## src/rtl/ysyx_23060208_pkg.sv

```systemverilog
`default_nettype none
// +----------------------------------------------------------------------+
// | ysyx_23060208_pkg: address map, response codes and FSM encodings      |
// | Revision: 1.0                                                         |
// +----------------------------------------------------------------------+
package ysyx_23060208_pkg;

    localparam int          c_map_slaves  = 3;

    localparam logic [31:0] c_sram_base   = 32'h8000_0000;
    localparam logic [31:0] c_sram_limit  = 32'h87FF_FFFF;
    localparam logic [31:0] c_uart_base   = 32'hA000_03F8;
    localparam logic [31:0] c_uart_limit  = 32'hA000_03FF;
    localparam logic [31:0] c_clint_base  = 32'hA000_0048;
    localparam logic [31:0] c_clint_limit = 32'hA000_004F;

    localparam logic [1:0]  c_resp_okay   = 2'b00;
    localparam logic [1:0]  c_resp_decerr = 2'b11;

    typedef enum logic [1:0] {
        R_IDLE = 2'd0,
        R_ADDR = 2'd1,
        R_DATA = 2'd2,
        R_ERR  = 2'd3
    } rd_state_t;

    typedef enum logic [1:0] {
        W_IDLE = 2'd0,
        W_ADDR = 2'd1,
        W_RESP = 2'd2,
        W_ERR  = 2'd3
    } wr_state_t;

    function automatic logic addr_in_range(input logic [31:0] a,
                                           input logic [31:0] lo,
                                           input logic [31:0] hi);
        return (a >= lo) && (a <= hi);
    endfunction

endpackage
`default_nettype wire

```

## src/rtl/ysyx_23060208_xbar_decode.sv

```systemverilog
`default_nettype none
// +----------------------------------------------------------------------+
// | ysyx_23060208_xbar_decode: address to one-hot slave select plus miss  |
// | Revision: 1.0                                                         |
// +----------------------------------------------------------------------+
module ysyx_23060208_xbar_decode
    import ysyx_23060208_pkg::*;
#(
    parameter int ADDR_WIDTH = 32,
    parameter int NS         = 3
) (
    input  logic [ADDR_WIDTH-1:0] i_addr,
    output logic [NS-1:0]         o_target,
    output logic                  o_miss
);

    logic [31:0]             w_addr;
    logic [c_map_slaves-1:0] w_map;

    assign w_addr   = 32'(i_addr);
    assign w_map[0] = addr_in_range(w_addr, c_sram_base,  c_sram_limit);
    assign w_map[1] = addr_in_range(w_addr, c_uart_base,  c_uart_limit);
    assign w_map[2] = addr_in_range(w_addr, c_clint_base, c_clint_limit);

    // Slots beyond the fixed address map never decode.
    for (genvar i = 0; i < NS; i++) begin : g_target
        if (i < c_map_slaves) begin : g_mapped
            assign o_target[i] = w_map[i];
        end else begin : g_unmapped
            assign o_target[i] = 1'b0;
        end
    end

    assign o_miss = ~|o_target;

endmodule
`default_nettype wire

```

## src/rtl/ysyx_23060208_xbar.sv

```systemverilog
`default_nettype none
// +----------------------------------------------------------------------+
// | ysyx_23060208_xbar: 1-master / NS-slave AXI-lite crossbar            |
// | Revision: 1.0                                                         |
// +----------------------------------------------------------------------+
module ysyx_23060208_xbar
    import ysyx_23060208_pkg::*;
#(
    parameter int DATA_WIDTH = 32,
    parameter int ADDR_WIDTH = 32,
    parameter int NS         = 3
) (
    input  logic                       clk,
    input  logic                       rst,
    input  logic [ADDR_WIDTH-1:0]      m_awaddr,
    input  logic                       m_awvalid,
    output logic                       m_awready,
    input  logic [DATA_WIDTH-1:0]      m_wdata,
    input  logic [DATA_WIDTH/8-1:0]    m_wstrb,
    input  logic                       m_wvalid,
    output logic                       m_wready,
    output logic [1:0]                 m_bresp,
    output logic                       m_bvalid,
    input  logic                       m_bready,
    input  logic [ADDR_WIDTH-1:0]      m_araddr,
    input  logic                       m_arvalid,
    output logic                       m_arready,
    output logic [DATA_WIDTH-1:0]      m_rdata,
    output logic [1:0]                 m_rresp,
    output logic                       m_rvalid,
    input  logic                       m_rready,
    output logic [NS*ADDR_WIDTH-1:0]   s_awaddr,
    output logic [NS-1:0]              s_awvalid,
    input  logic [NS-1:0]              s_awready,
    output logic [NS*DATA_WIDTH-1:0]   s_wdata,
    output logic [NS*DATA_WIDTH/8-1:0] s_wstrb,
    output logic [NS-1:0]              s_wvalid,
    input  logic [NS-1:0]              s_wready,
    input  logic [NS*2-1:0]            s_bresp,
    input  logic [NS-1:0]              s_bvalid,
    output logic [NS-1:0]              s_bready,
    output logic [NS*ADDR_WIDTH-1:0]   s_araddr,
    output logic [NS-1:0]              s_arvalid,
    input  logic [NS-1:0]              s_arready,
    input  logic [NS*DATA_WIDTH-1:0]   s_rdata,
    input  logic [NS*2-1:0]            s_rresp,
    input  logic [NS-1:0]              s_rvalid,
    output logic [NS-1:0]              s_rready
);

    localparam int c_sw = DATA_WIDTH / 8;

    logic [NS-1:0] w_ar_target, w_aw_target;
    logic          w_ar_miss,   w_aw_miss;

    ysyx_23060208_xbar_decode #(.ADDR_WIDTH(ADDR_WIDTH), .NS(NS)) u_ar_decode (
        .i_addr   (m_araddr),
        .o_target (w_ar_target),
        .o_miss   (w_ar_miss)
    );

    ysyx_23060208_xbar_decode #(.ADDR_WIDTH(ADDR_WIDTH), .NS(NS)) u_aw_decode (
        .i_addr   (m_awaddr),
        .o_target (w_aw_target),
        .o_miss   (w_aw_miss)
    );

    // ---------------- read channel ----------------
    rd_state_t             r_rd_state, w_rd_state_nxt;
    logic [ADDR_WIDTH-1:0] r_raddr;
    logic [NS-1:0]         r_rsel;
    logic                  w_rvalid;

    always_ff @(posedge clk) begin
        if (rst) begin
            r_rd_state <= R_IDLE;
            r_raddr    <= '0;
            r_rsel     <= '0;
        end else begin
            r_rd_state <= w_rd_state_nxt;
            if (r_rd_state == R_IDLE && m_arvalid) begin
                r_raddr <= m_araddr;
                r_rsel  <= w_ar_target;
            end
        end
    end

    always_comb begin
        w_rd_state_nxt = r_rd_state;
        w_rvalid       = 1'b0;
        m_arready      = 1'b0;
        m_rresp        = c_resp_okay;
        m_rdata        = '0;
        s_arvalid      = '0;
        s_araddr       = '0;
        s_rready       = '0;
        case (r_rd_state)
            R_IDLE: begin
                m_arready = 1'b1;
                if (m_arvalid) w_rd_state_nxt = w_ar_miss ? R_ERR : R_ADDR;
            end
            R_ADDR: begin
                s_arvalid = r_rsel;
                for (int i = 0; i < NS; i++)
                    if (r_rsel[i]) s_araddr[i*ADDR_WIDTH +: ADDR_WIDTH] = r_raddr;
                if (|(s_arready & r_rsel)) w_rd_state_nxt = R_DATA;
            end
            R_DATA: begin
                for (int i = 0; i < NS; i++) begin
                    if (r_rsel[i]) begin
                        m_rdata     = s_rdata[i*DATA_WIDTH +: DATA_WIDTH];
                        m_rresp     = s_rresp[i*2 +: 2];
                        w_rvalid    = s_rvalid[i];
                        s_rready[i] = m_rready;
                    end
                end
                if (w_rvalid && m_rready) w_rd_state_nxt = R_IDLE;
            end
            R_ERR: begin
                w_rvalid = 1'b1;
                m_rresp  = c_resp_decerr;
                if (m_rready) w_rd_state_nxt = R_IDLE;
            end
            default: w_rd_state_nxt = R_IDLE;
        endcase
        // Valid/ready lines are held low for the whole reset window.
        m_rvalid = w_rvalid && !rst;
        if (rst) begin
            s_arvalid = '0;
            s_rready  = '0;
        end
    end

    // ---------------- write channel ----------------
    wr_state_t             r_wr_state, w_wr_state_nxt;
    logic [ADDR_WIDTH-1:0] r_waddr;
    logic [DATA_WIDTH-1:0] r_wdata;
    logic [c_sw-1:0]       r_wstrb;
    logic [NS-1:0]         r_wsel;
    logic                  r_aw_done, r_w_done;
    logic                  w_aw_done_nxt, w_w_done_nxt;
    logic                  w_aw_now, w_w_now;
    logic                  w_bvalid;

    always_ff @(posedge clk) begin
        if (rst) begin
            r_wr_state <= W_IDLE;
            r_waddr    <= '0;
            r_wdata    <= '0;
            r_wstrb    <= '0;
            r_wsel     <= '0;
            r_aw_done  <= 1'b0;
            r_w_done   <= 1'b0;
        end else begin
            r_wr_state <= w_wr_state_nxt;
            r_aw_done  <= w_aw_done_nxt;
            r_w_done   <= w_w_done_nxt;
            if (r_wr_state == W_IDLE && m_awvalid && m_wvalid) begin
                r_waddr <= m_awaddr;
                r_wdata <= m_wdata;
                r_wstrb <= m_wstrb;
                r_wsel  <= w_aw_target;
            end
        end
    end

    always_comb begin
        w_wr_state_nxt = r_wr_state;
        w_aw_done_nxt  = 1'b0;
        w_w_done_nxt   = 1'b0;
        w_aw_now       = 1'b0;
        w_w_now        = 1'b0;
        w_bvalid       = 1'b0;
        m_awready      = 1'b0;
        m_wready       = 1'b0;
        m_bresp        = c_resp_okay;
        s_awvalid      = '0;
        s_awaddr       = '0;
        s_wvalid       = '0;
        s_wdata        = '0;
        s_wstrb        = '0;
        s_bready       = '0;
        case (r_wr_state)
            W_IDLE: begin
                if (m_awvalid && m_wvalid) begin
                    m_awready      = 1'b1;
                    m_wready       = 1'b1;
                    w_wr_state_nxt = w_aw_miss ? W_ERR : W_ADDR;
                end
            end
            W_ADDR: begin
                for (int i = 0; i < NS; i++) begin
                    if (r_wsel[i] && !r_aw_done) begin
                        s_awvalid[i]                         = 1'b1;
                        s_awaddr[i*ADDR_WIDTH +: ADDR_WIDTH] = r_waddr;
                    end
                    if (r_wsel[i] && !r_w_done) begin
                        s_wvalid[i]                          = 1'b1;
                        s_wdata[i*DATA_WIDTH +: DATA_WIDTH]  = r_wdata;
                        s_wstrb[i*c_sw +: c_sw]              = r_wstrb;
                    end
                end
                w_aw_now = r_aw_done || (|(s_awready & r_wsel));
                w_w_now  = r_w_done  || (|(s_wready  & r_wsel));
                if (w_aw_now && w_w_now) begin
                    w_wr_state_nxt = W_RESP;
                end else begin
                    w_aw_done_nxt = w_aw_now;
                    w_w_done_nxt  = w_w_now;
                end
            end
            W_RESP: begin
                for (int i = 0; i < NS; i++) begin
                    if (r_wsel[i]) begin
                        m_bresp     = s_bresp[i*2 +: 2];
                        w_bvalid    = s_bvalid[i];
                        s_bready[i] = m_bready;
                    end
                end
                if (w_bvalid && m_bready) w_wr_state_nxt = W_IDLE;
            end
            W_ERR: begin
                w_bvalid = 1'b1;
                m_bresp  = c_resp_decerr;
                if (m_bready) w_wr_state_nxt = W_IDLE;
            end
            default: w_wr_state_nxt = W_IDLE;
        endcase
        m_bvalid = w_bvalid && !rst;
        if (rst) begin
            s_awvalid = '0;
            s_wvalid  = '0;
            s_bready  = '0;
        end
    end

endmodule
`default_nettype wire

```

## config.mk

```make
export PLATFORM = sky130hd
export DESIGN_NAME = ysyx_23060208_xbar
export DESIGN_NICKNAME = d
export VERILOG_FILES = /design/src/rtl/ysyx_23060208_pkg.sv /design/src/rtl/ysyx_23060208_xbar_decode.sv /design/src/rtl/ysyx_23060208_xbar.sv
export SDC_FILE = /design/constraint.sdc
export NUM_CORES = 1
export LEC_CHECK = 0
export ABC_CLOCK_PERIOD_IN_PS = 2400
export CAP_MARGIN = 25
export CORE_AREA = 3 3 225 227
export CTS_BUF_LIST = sky130_fd_sc_hd__clkbuf_8
export CTS_CLUSTER_SIZE = 30
export DETAILED_ROUTE_END_ITERATION = 8
export DIE_AREA = 0 0 228 230
export PLACE_DENSITY = 0.54
export SKIP_LAST_GASP = 1
export SLEW_MARGIN = 20
export SYNTH_ARGS = -nofsm -noshare
export SYNTH_HDL_FRONTEND = slang
export SYNTH_HIERARCHICAL = 1
export SYNTH_SLANG_ARGS = --single-unit
export TNS_END_PERCENT = 100
```

## constraint.sdc

```tcl
create_clock -name clk -period 2.4 [get_ports clk]
set_input_delay 0.6 -clock clk [delete_from_list [all_inputs] [get_ports clk]]
set_output_delay 0.6 -clock clk [all_outputs]
set_load 0.1 [all_outputs]
```

==> out/metrics.csv <==
stage,metric,value,unit
sta,slew_headroom,44.7,%
global_routing,grt_overflow_total,0,
global_routing,grt_use_total,18.2,%
floorplanning,initial_core_util,15.6,%
floorplanning,die_area,52400,um^2
pwr,p_int,0.00349,W
sta,final_max_slew_viol_count,0,
pwr,p_switching,0.00174,W
logic_synthesis,ys_seq_area_share,29.5,%
pwr,ir_drop,0.000232,V
critical_path,critPathRequiredTime,1.80,ns
sta,finalHoldViolCount,0,
detailed_routing,drt_pre_antenna_iters,5,
critical_path,critPathLaunchType,flip-flop,
layout,area_growth,175,%
critical_path,cp_cell_sequence,nand2b_4 -> nor2_4 -> buf_12 -> buf_12 -> clkbuf_16 -> and3_4 -> buf_12,
pwr,combPwrFrac,30.9,%
critical_path,path_max_fanout,6,
cts,clock_latency,0.45,ns
cts,tritoncts,yes,
detailed_routing,antenna_left,0,
worst_hold_path,hp-class,reg -> reg,
cts,cts_root_buf,clkbuf_8,
cts,hold_buffers,0,
detailed_routing,vias,10758,
sta,worst_pin_slew,0.829,ns
global_routing,grt_max_degree,67,
placed_design,dpl.hpwl,37.4,mm
placed_design,io_buffers,585,
critical_path,critPathBufInv,4,
critical_path,ff2ff_setup_slack,0.53,ns
logic_synthesis,synth_cells,1078,
run_status,status,finished with violations,
job,drv_cap,0,
detailed_routing,wl_per_cell,22.5,um
layout,drive_gt1_share,46.9,%
logic_synthesis,synth_edf_count,0,
layout,mostFrequentLayoutCells,"375 x buf_12, 228 x clkdlybuf4s50_1, 218 x nand2_1",
logic_synthesis,ys.flop_type,dfxtp_1,
logic_synthesis,syn_nets,1308,
critical_path,crit_cells,7,
detailed_routing,routed_wl,52.8,mm
critical_path,cpLargestDelayFamily,buffers and inverters,
floorplanning,die_w,228,um
critical_path,crit_top_cell,buf_12,
critical_path,r2r_cells,7,
layout,finish.utilization,42.8,%
sta,period_needed,2.49,ns
placed_design,preCtsSetupSlack,-0.328,ns
detailed_routing,drt-initial-drc-count,626,
floorplanning,rows,81,
logic_synthesis,synth_area,7600,um^2
critical_path,crit_path_end_kind,primary output,
floorplanning,coreArea,48800,um^2
critical_path,cp_slowest_cell,dfxtp_2,
global_routing,grt_pass1_vias,10504,
logic_synthesis,syn_area_per_cell,7.05,um^2
floorplanning,die_h,230,um
detailed_routing,avgViaCountPerCell,4.57,
sta,fin_ws,-0.0922,ns
layout,multi_input_comb_area,6430,um^2
global_routing,grt_pass1_wl,72.8,mm
sta,max_freq,401,MHz
critical_path,arrival,1.89,ns
sta,clock_skew,0.0126,ns
layout,fillers,4638,
global_routing,antenna_found_initial,3,
placed_design,placed_cell_area,18500,um^2
sta,setup_viol,191,
critical_path,cpPeakStageDelay,0.34,ns
sta,finalCritPeriodShare,104,%
layout,stdcell_area,20900,um^2
cts,cts.reportedPaths.clkPinSlew,0.11,ns
cts,h-tree-depth,3,
pwr,leakagePower,8.04,nW
layout,regArea,2270,um^2
pwr,total_power,0.00523,W
sta,rsz0062_at_grt,yes,
worst_hold_path,min_path_cells,2,
logic_synthesis,synthArstFlopShare,0,%
pwr,swShare,33.2,%
layout,nNetsFinal,1911,
detailed_routing,drc,0,
layout,final_common_cell,buf_12,
critical_path,crit_type,reg -> out,
pwr,p_clk_share,29.0,%
logic_synthesis,ys_types,47,
pwr,seq_power_share,40.1,%
logic_synthesis,ys_warn_count,6,
cts,cts_buffers,9,
pwr,power_density,250,nW/um^2
placed_design,gp_congestion,0.909,
floorplanning,io_pins,586,
sta,holdWs,0.484,ns
cts,cts_sinks,112,
run_status,violations,setup timing,
logic_synthesis,ys_ff_latch,112,
cts,cts_buffer_depth,2,
## worst reg2reg max path, cell delays in order, from the launching register on
cell     delay (ns)
dfxtp_2        0.37
buf_4          0.16
nor2_4         0.06
nand3_4        0.08
buf_4          0.15
buf_4          0.63
nand2_1        0.19
a21oi_1        0.18
## Yosys cell counts (2+ instances only)
master    number  share of area [%]
clkbuf_1      71                3.5
o21a_1         2               0.20
and3_1       310                 26
nand2_1      218                 11
nor3b_1        3               0.30
buf_2         20                1.3
o21ai_0        7               0.46
nor4b_1        5               0.58
nand2b_1       5               0.41
dfxtp_1      112                 30
buf_6         13                1.9
o211a_1        2               0.26
nor2_4         3               0.44
and2_1         7               0.58
clkbuf_2       9               0.59
a221oi_1      32                3.7
inv_1          6               0.30
a22oi_1        6               0.59
nand3_1        5               0.33
nor3_1        33                2.2
buf_4         12                1.2
nor2_1         7               0.35
nand4_1        5               0.41
a21oi_1      120                7.9
nor4_1         7               0.58
nor2b_1       36                3.0
a211oi_1       2               0.20
## final cells by class
class,count,area share [%]
repair buffers,717,53.1
multi-input cells,834,30.7
flip-flops and latches,112,10.8
well taps,664,3.97
clock buffers,10,0.658
clock inverters,6,0.538
inverters,7,0.126
diodes,2,0.0239
## state kept, by name (all words and copies together), names as in the netlist, 2 cells and up
name	flops
r_wdata	32
r_rd_state	2
r_rsel	3
r_waddr	32
r_raddr	32
r_wr_state	2
r_wsel	3
r_wstrb	4
## per-stage QoR
stage	setup TNS, ns	std cells
after floorplan	-1.15	1078
after global placement	-0.590	2294
after detailed placement	-0.719	2294
after CTS	-27.08	2332
after global routing	-28.81	2352
final	-7.86	2352
## power by group through the flow
stage,clock [W],combinational [W],sequential (W)
2_1_floorplan,0,0.000609,0.00207
3_3_place_gp,0,0.00128,0.00212
3_5_place_dp,0,0.00129,0.00213
4_1_cts,0.00159,0.00149,0.00208
5_1_grt,0.00163,0.00172,0.00211
6_report,0.00152,0.00162,0.00210
## path summary, 6_finish.rpt
path | start | to
worst max-delay path | r_wr_state[1] | s_wdata[24]
worst min-delay path | r_raddr[24] | r_raddr[24]
worst max register to register | r_wr_state[0] | r_waddr[13]
worst min register to register | r_raddr[24] | r_raddr[24]
## kinds of logic after synthesis
| group | Yosys count | share of synthesized area, % |
|---|---|---|
| buffers and inverters | 132 | 8.88 |
| muxes | 1 | 0.198 |
| DFF | 112 | 29.5 |
| AOI/OAI and AO/OA | 179 | 14.2 |
| and+or+nand+nor | 654 | 47.2 |
## layer usage
layer / global-route usage (%) / wire, um / up-vias
met1: 22.2 / 21900 / 5268
li1: - / - / 5034
met4: 5.74 / 1340 / 0
met2: 31.2 / 26200 / 395
met3: 4.99 / 3410 / 61
met5: 0 / 0 / -
## what timing repair did
action / in CTS / in global routing
pin swaps: 6 / 18
cloned: 8 / 13
setup buffers: 18 / 12
resized for setup: 150 / 134
setup endpoints to repair: 333 / 300
Note: power is estimated with default switching activity, not from simulation.
